<file path="src/rtl/zsdram_access_arbiter_pkg.sv">
// Shared widths, FSM encoding and defaults for the SDRAM access arbiter.
package zsdram_access_arbiter_pkg;

  localparam int ADDR_W      = 24;
  localparam int DATA_W      = 16;
  localparam int DEF_NUM_REQ = 3;

  typedef enum logic [1:0] {
    ST_IDLE    = 2'd0,
    ST_ACK     = 2'd1,
    ST_OWN     = 2'd2,
    ST_RELEASE = 2'd3
  } arbState_t;

  // Channel index width; kept at least 1 so a single-channel build still has a legal vector.
  function automatic int idWidth(input int n);
    return (n > 1) ? $clog2(n) : 1;
  endfunction

endpackage

</file>
<file path="src/rtl/zarb_rr_picker.sv">
// Combinational round-robin selector: the first requesting channel after lastOwner wins.
module zarb_rr_picker
  import zsdram_access_arbiter_pkg::*;
#(
  parameter int NUM_REQ = DEF_NUM_REQ,
  localparam int IDW = idWidth(NUM_REQ)
) (
  input  logic [NUM_REQ-1:0] req,
  input  logic [IDW-1:0]     lastOwner,
  output logic               grantValid,
  output logic [IDW-1:0]     grantId
);

  int idx;

  // Scan from the farthest offset down so the nearest requester is written last and wins.
  always_comb begin
    grantValid = 1'b0;
    grantId    = '0;
    idx        = 0;
    for (int off = NUM_REQ; off >= 1; off--) begin
      idx = (int'(lastOwner) + off) % NUM_REQ;
      if (req[idx]) begin
        grantValid = 1'b1;
        grantId    = IDW'(idx);
      end
    end
  end

endmodule

</file>
<file path="src/rtl/zsdram_access_arbiter.sv">
// Round-robin owner arbitration for the shared SDRAM glue port.
// Optional ownership watchdog enabled by defining ZSDRAM_ARB_WDOG_EN.
module zsdram_access_arbiter
  import zsdram_access_arbiter_pkg::*;
#(
  parameter int NUM_REQ     = DEF_NUM_REQ,
  parameter int WDOG_CYCLES = 65536,
  localparam int IDW = idWidth(NUM_REQ)
) (
  input  logic                      clk,
  input  logic                      rst,
  input  logic [NUM_REQ-1:0]        iReq,
  output logic [NUM_REQ-1:0]        oAck,
  input  logic [NUM_REQ-1:0]        iDone,
  input  logic [NUM_REQ-1:0]        iRd_Req_Bus,
  input  logic [NUM_REQ-1:0]        iWr_Req_Bus,
  input  logic [NUM_REQ*ADDR_W-1:0] iRd_Addr_Bus,
  input  logic [NUM_REQ*ADDR_W-1:0] iWr_Addr_Bus,
  input  logic [NUM_REQ*DATA_W-1:0] iWr_Data_Bus,
  output logic [NUM_REQ-1:0]        oRd_Done_Bus,
  output logic [NUM_REQ-1:0]        oWr_Done_Bus,
  output logic [DATA_W-1:0]         oRd_Data,
  output logic                      oSDRAM_Rd_Req,
  output logic                      oSDRAM_Wr_Req,
  output logic [ADDR_W-1:0]         oSDRAM_Rd_Addr,
  output logic [ADDR_W-1:0]         oSDRAM_Wr_Addr,
  output logic [DATA_W-1:0]         oSDRAM_Wr_Data,
  input  logic                      iSDRAM_Rd_Done,
  input  logic                      iSDRAM_Wr_Done,
  input  logic [DATA_W-1:0]         iSDRAM_Data,
  output logic                      oOwner_Valid,
  output logic [IDW-1:0]            oOwner_Id,
  output logic                      oWdog_Err,
  output logic [IDW-1:0]            oWdog_Id
);

  arbState_t      state;
  logic [IDW-1:0] lastOwner;
  logic           pickValid;
  logic [IDW-1:0] pickId;
  logic           inOwn;
  logic           ownerDone;
  logic           routedDone;
  logic           wdogFire;

  logic [ADDR_W-1:0] rdAddr [NUM_REQ];
  logic [ADDR_W-1:0] wrAddr [NUM_REQ];
  logic [DATA_W-1:0] wrData [NUM_REQ];

  genvar gi;
  generate
    for (gi = 0; gi < NUM_REQ; gi++) begin : g_slice
      assign rdAddr[gi] = iRd_Addr_Bus[gi*ADDR_W +: ADDR_W];
      assign wrAddr[gi] = iWr_Addr_Bus[gi*ADDR_W +: ADDR_W];
      assign wrData[gi] = iWr_Data_Bus[gi*DATA_W +: DATA_W];
    end
  endgenerate

  zarb_rr_picker #(.NUM_REQ(NUM_REQ)) u_picker (
    .req        (iReq),
    .lastOwner  (lastOwner),
    .grantValid (pickValid),
    .grantId    (pickId)
  );

  assign inOwn      = (state == ST_OWN);
  assign ownerDone  = inOwn && iDone[oOwner_Id];
  assign routedDone = inOwn && (iSDRAM_Rd_Done || iSDRAM_Wr_Done);
  assign oRd_Data   = iSDRAM_Data;

  // Zero-latency routing from the registered owner; nothing leaks outside OWN.
  always_comb begin
    oSDRAM_Rd_Req  = 1'b0;
    oSDRAM_Wr_Req  = 1'b0;
    oSDRAM_Rd_Addr = '0;
    oSDRAM_Wr_Addr = '0;
    oSDRAM_Wr_Data = '0;
    oRd_Done_Bus   = '0;
    oWr_Done_Bus   = '0;
    if (inOwn) begin
      oSDRAM_Rd_Req           = iRd_Req_Bus[oOwner_Id];
      oSDRAM_Wr_Req           = iWr_Req_Bus[oOwner_Id];
      oSDRAM_Rd_Addr          = rdAddr[oOwner_Id];
      oSDRAM_Wr_Addr          = wrAddr[oOwner_Id];
      oSDRAM_Wr_Data          = wrData[oOwner_Id];
      oRd_Done_Bus[oOwner_Id] = iSDRAM_Rd_Done;
      oWr_Done_Bus[oOwner_Id] = iSDRAM_Wr_Done;
    end
  end

  always_ff @(posedge clk) begin
    if (rst) begin
      state        <= ST_IDLE;
      lastOwner    <= IDW'(NUM_REQ - 1);
      oAck         <= '0;
      oOwner_Valid <= 1'b0;
      oOwner_Id    <= '0;
    end else begin
      oAck <= '0;
      case (state)
        ST_IDLE: begin
          if (pickValid) begin
            oOwner_Id    <= pickId;
            oAck[pickId] <= 1'b1;
            state        <= ST_ACK;
          end
        end
        ST_ACK: begin
          oOwner_Valid <= 1'b1;
          state        <= ST_OWN;
        end
        ST_OWN: begin
          if (ownerDone || wdogFire) begin
            lastOwner    <= oOwner_Id;
            oOwner_Valid <= 1'b0;
            state        <= ST_RELEASE;
          end
        end
        ST_RELEASE: state <= ST_IDLE;
        default:    state <= ST_IDLE;
      endcase
    end
  end

`ifdef ZSDRAM_ARB_WDOG_EN
  localparam int WCW = $clog2(WDOG_CYCLES) + 1;
  logic [WCW-1:0] wdogCnt;

  // Routed SDRAM traffic proves the owner is alive, so it defers the forced release.
  assign wdogFire = inOwn && !ownerDone && !routedDone
                    && (wdogCnt == WCW'(WDOG_CYCLES - 1));

  always_ff @(posedge clk) begin
    if (rst) begin
      wdogCnt   <= '0;
      oWdog_Err <= 1'b0;
      oWdog_Id  <= '0;
    end else begin
      oWdog_Err <= wdogFire;
      if (wdogFire)
        oWdog_Id <= oOwner_Id;
      if (state == ST_ACK || routedDone)
        wdogCnt <= '0;
      else if (inOwn)
        wdogCnt <= wdogCnt + WCW'(1);
    end
  end
`else
  wire unusedWdogCfg = (WDOG_CYCLES == 0);
  assign wdogFire  = 1'b0;
  assign oWdog_Err = 1'b0;
  assign oWdog_Id  = '0;
`endif

endmodule
</file>
<file path="config.mk">
export PLATFORM = sky130hd
export DESIGN_NAME = zsdram_access_arbiter
export DESIGN_NICKNAME = d
export VERILOG_FILES = /design/src/rtl/zsdram_access_arbiter_pkg.sv /design/src/rtl/zarb_rr_picker.sv /design/src/rtl/zsdram_access_arbiter.sv
export SDC_FILE = /design/constraint.sdc
export NUM_CORES = 1
export LEC_CHECK = 0
export BUFFER_PORTS_ARGS = -buffer_cell sky130_fd_sc_hd__buf_2
export CORE_AREA = 8 8 119 121
export DETAILED_ROUTE_END_ITERATION = 10
export DIE_AREA = 0 0 127 129
export SLEW_MARGIN = 20
export SYNTH_ARGS = -nofsm -noshare
export SYNTH_HDL_FRONTEND = slang
export SYNTH_HIERARCHICAL = 1
export SYNTH_SLANG_ARGS = --single-unit
</file>
<file path="constraint.sdc">
create_clock -name clk -period 2.8 [get_ports clk]
set_input_delay 0.28 -clock clk [delete_from_list [all_inputs] [get_ports clk]]
set_output_delay 0.28 -clock clk [all_outputs]
set_load 0.005 [all_outputs]
</file>
Yosys cells after proc, flatten, opt, wreduce, memory -nomap -nowiden
Index checks and enable logic that the tools add are counted.
Storage, ports and cells
  input port bits: 224
  output and inout bits: 97
  register bits: 10
Cells by class
  divide/modulo/power cells: 3
  eq/ne operators: 5
  bitwise operators: 5
  reductions and logical operators: 10
  mux-type cells: 46
  $add $sub $neg: 3
  $lt $le $gt $ge: 8
Operators with widths (count)
  $mux W24: 6
  $bmux W24 S2: 2
  $lt A32 B4 Y1 const B: 3
  $mod A32 B3 Y32 const B: 3
  $mux W16: 3
  $bmux W16 S2: 1
  $mux W1: 17
  $bmux W1 S2: 6
  $mux W2: 5
  $pmux W2 S4: 1
  $reduce_and A2 Y1: 4
  $add A2 B2 Y3 const B: 2
  $and A3 B3 Y3: 2
  $lt A2 B3 Y1 const B: 2
  $mux W3: 2
  $demux W1 S2: 2
  $eq A2 B2 Y1 const B: 2
  $ge A2 B1 Y1 const B: 2
  $add A2 B1 Y3 const B: 1
  $ge A3 B3 Y1 const B: 1
  $logic_and A1 B1 Y1: 3
  $not A2 Y3: 1
  $reduce_or A3 Y1: 1
  $eq A2 B1 Y1 const B: 1
  6 further kinds: 7

Depth between registers and ports, before layout
  word-level depth: 12
  mapped depth: 10

Hierarchy
The synthesis kept the hierarchy.
Modules (own cells, without submodules)
  zsdram_access_arbiter: cells an instance 378, instances 1, area an instance 2511.2 um^2
  zarb_rr_picker: cells an instance 36, instances 1, area an instance 245.2 um^2

Least setup slack after synthesis
Ideal clock, no wire load.
  kind: reg-to-reg
  start: register lastOwner[0]
  end: register state[1]
  path slack: 0.749 ns
  arrival: 1.979 ns
  clock period less this slack: 2.051 ns
  stages on the path, launching flop included: 10
  setup time: 0.072 ns
  path through: dfxtp_1 -> inv_1 -> ha_1 -> clkbuf_2 -> a21boi_0 -> a221oi_1 -> o21ai_0 -> inv_1 -> a222oi_1 -> mux2i_1
On the way
  longest elaborated chain between the ends: 10
Ends and longest elaborated chain
  from (decl): RTL line zsdram_access_arbiter.sv:38  | logic [IDW-1:0] lastOwner;
  from (signal assigned): RTL line zsdram_access_arbiter.sv:94  | lastOwner <= IDW'(NUM_REQ - 1);
  from (signal assigned): RTL line zsdram_access_arbiter.sv:114  | lastOwner <= oOwner_Id;
  $add A2 B2 Y3: RTL line zarb_rr_picker.sv:22  | idx = (int'(lastOwner) + off) % NUM_REQ;
  $mod A32 B3 Y32: RTL line zarb_rr_picker.sv:22
  $bmux W1 S2: RTL line zarb_rr_picker.sv:23  | if (req[idx]) begin
  $mux W1 (implied by the code) (2 in a row): RTL line zarb_rr_picker.sv:23
  $mux W1 (2 in a row): RTL line zarb_rr_picker.sv:23
  $mux W1 (*): RTL line zarb_rr_picker.sv:23
  named net pickValid: RTL line zsdram_access_arbiter.sv:39  | logic pickValid;
  $ne A2 B2 Y1 (no source line) (*)
  $reduce_and A2 Y1 (no source line) (*)
  to (signal assigned): RTL line zsdram_access_arbiter.sv:93  | state <= ST_IDLE;
  to (signal assigned): RTL line zsdram_access_arbiter.sv:105  | state <= ST_ACK;
  to (signal assigned): RTL line zsdram_access_arbiter.sv:110  | state <= ST_OWN;
  to (decl): RTL line zsdram_access_arbiter.sv:37  | arbState_t state;
The timed path passes the listed nets; every way through them passes the cells marked *. The select of a mux whose other input is x is not followed.
A chain may end at the register's enable or synchronous reset.

Worst setup path after layout
  start: register lastOwner[1]
  end: register state[1]
The elaborated chain is that of the path after synthesis.

==> metrics.csv <==
stage,metric,value,unit
run_status,status,"finished, final reports clean",
logic_synthesis,synth_fa_ha_area_share,3.18,%
finish,final_util,34.1,%
floorplan,pin_count,321,
logic_synthesis,ys_ff_latch,10,
global_route,grt_pass1_wl,18400,um
floorplan,coreArea,0.0123,mm^2
finish,final_nets,888,
logic_synthesis,synth-edff-count,0,
logic_synthesis,syn_inst,414,
clock_tree,clkSlewWorstSetupHoldPaths,0.04,ns
logic_synthesis,synthArstFlopShare,0,%
clock_tree,ctsHoldBuffers,0,
logic_synthesis,synthXorXnorAreaFrac,0,%
logic_synthesis,synth.distinct_cells,36,
logic_synthesis,synth_flop_cell,dfxtp_1,
logic_synthesis,ys_warn_count,6,
routing,drc,0,
sta,post-route-min-period,2.28,ns
finish,regArea,205,um^2
floorplan,dieArea,0.0164,mm^2
clock_tree,ctsResizeCount,0,
finish,final_cell_mix,"buf_2, nand2_1, a21oi_1",
worst_setup_path,cp.arrival,2.44,ns
worst_setup_path,crit_type,register to register,
power_and_ir_drop,peakVddDrop,0.000207,V
routing,top_layer,met4,
sta,worstMarginPinSlew,0.655,ns
floorplan,initial_core_util,22.4,%
worst_setup_path,startpoint_type,register,
floorplan,die_h,129,um
routing,vias,3629,
sta,max_freq,439,MHz
clock_tree,cts_buffers,3,
finish,layout_commonest_cell,buf_2,
clock_tree,h-tree-depth,1,
sta,setup_viol,0,
finish,multiInputGateArea,0.00218,mm^2
power_and_ir_drop,powerDensity,446,mW/mm^2
routing,met1Wirelength,4530,um
sta,slew_headroom,56.3,%
floorplan,num_rows,41,
worst_setup_path,cp-end-kind,register,
global_route,grt_usage,13.6,%
routing,drt-total-wl,12500,um
finish,drive_gt1_share,55.5,%
clock_tree,post_cts_buffers,0,
routing,drtPass1Iterations,4,
flow_run,maxCapViolCount,0,
logic_synthesis,synth_compound_area_share,18.3,%
worst_hold_path,hold_class,input port to register,
logic_synthesis,ys_seq_area_share,7.26,%
sta,finalCritPeriodShare,81.4,%
clock_tree,cts_root_buffer,clkbuf_16,
sta,clock_skew,0.00195,ns
logic_synthesis,synth_mux_area_share,25.8,%
clock_tree,clock_path_buffers,2,
logic_synthesis,synth_top_family_by_area,simple AND/OR/NAND/NOR gates,
sta,rsz0062_at_grt,false,
clock_tree,cts_tree,done,
global_route,antenna_found_initial,0,
global_route,grt_max_degree,80,
worst_setup_path,critPathMaxFanout,10,
clock_tree,clk_latency,0.23,ns
finish,num-fill-cells,1378,
sta,finalMaxSlewViolations,0,
routing,wl_met3,1260,um
power_and_ir_drop,p_leak,2.16,nW
placed_design,dp_hpwl,10400,um
routing,wl_met2,6430,um
routing,routedWlPerCell,15.5,um
worst_setup_path,crit_required,2.96,ns
placed_design,gp_routability_congestion,0.817,
clock_tree,clkSinkCount,10,
routing,detail-route-antenna-nets,0,
global_route,overflow,0,
routing,first_iter_violations,117,
finish,diodes,0,
floorplan,dieWidth,127,um
routing,vias_per_cell,4.50,
finish,syn_to_final_growth,52.2,%
logic_synthesis,netlist_area,0.00276,mm^2
global_route,grt_pass1_vias,3607,
logic_synthesis,synthSimpleGateAreaFrac,31.2,%
sta,fin_tns_setup,0,ns
placed_design,portBuffers,285,
logic_synthesis,avgSynthCellArea,6.66,um^2
sta,final-hold-violation-count,0,
flip-flops by register name, summed over array words and instances, names as in the netlist:
register      flops
oAck              3
lastOwner         2
oOwner_Valid      1
state             2
oOwner_Id         2
synth_stat cells, drive strengths merged (2+ instances only):
cell type	number	area share [%]
a21boi	2	0.54
a21oi	75	14
and3	2	0.45
buf	35	10
clkbuf	20	2.8
dfxtp	10	7.3
ha	7	3.2
inv	7	0.95
mux2i	71	26
nand2	75	10
nand2b	8	1.8
nand3	2	0.36
nand3b	2	0.54
nor2	3	0.41
nor2b	3	0.68
nor3	2	0.36
nor4b	2	0.64
o211ai	3	0.82
o21ai	4	0.73
o22ai	4	0.91
or2	66	15
per-layer routing:
metal  GRT usage [%]  up-vias
met5               0        -
met4            3.64        0
met3            5.01       24
met2            25.9      174
met1            13.6     1562
li1                -     1869
report_power, final:
part / switching [mW] / internal [mW]
clock network: 0.0645 / 0.191
logic: 0.711 / 0.689
registers: 0.0361 / 0.181
layout make-up:
type / instances / area share, %
clock buffer: 4 / 1.88
inverter: 8 / 0.716
multi-input combinational: 343 / 52.1
sequential: 10 / 4.89
tap: 150 / 4.47
timing repair buffer: 291 / 36.0
stage by stage:
| stage | area, um^2 | setup WS, ns | cells | power (mW) | hold slack (ns) |
|---|---|---|---|---|---|
| after floorplan | 2760 | 0.749 | 416 | 1.17 | 0.441 |
| after global placement | 4120 | 0.595 | 802 | 1.63 | 0.458 |
| after detailed placement | 4120 | 0.531 | 802 | 1.64 | 0.462 |
| after CTS | 4190 | 0.479 | 806 | 1.90 | 0.347 |
| after global routing | 4190 | 0.169 | 806 | 2.05 | 0.369 |
| final | 4190 | 0.520 | 806 | 1.87 | 0.339 |
final timing paths:
kind                                    from            to  slack (ns)  cells past startpoint
worst min register to register      state[0]      state[0]        0.47                      1
worst max register to register  lastOwner[1]      state[1]        0.52                      8
worst max-delay path            lastOwner[1]      state[1]        0.52                      8
worst min-delay path                     rst  oOwner_Id[0]        0.34                      2
kinds of logic (layout without fill, tap and decap cells):
kind of cell	Yosys count	count (layout)
AOI/OAI and AO/OA	94	94
adders and majority gates	7	7
buffers and inverters	63	303
DFF	10	10
muxes	71	71
other	1	3
and+or+nand+nor	168	168
worst max-delay path: stages, from the launching register on:
cell and delay [ns]:
dfxtp_1 0.38, inv_1 0.08, ha_1 0.30, a21boi_0 0.22, a221oi_1 0.06, o21ai_0 0.39
inv_1 0.08, a222oi_1 0.46, mux2i_1 0.24
No activity file was read; power rests on OpenSTA's default activity.
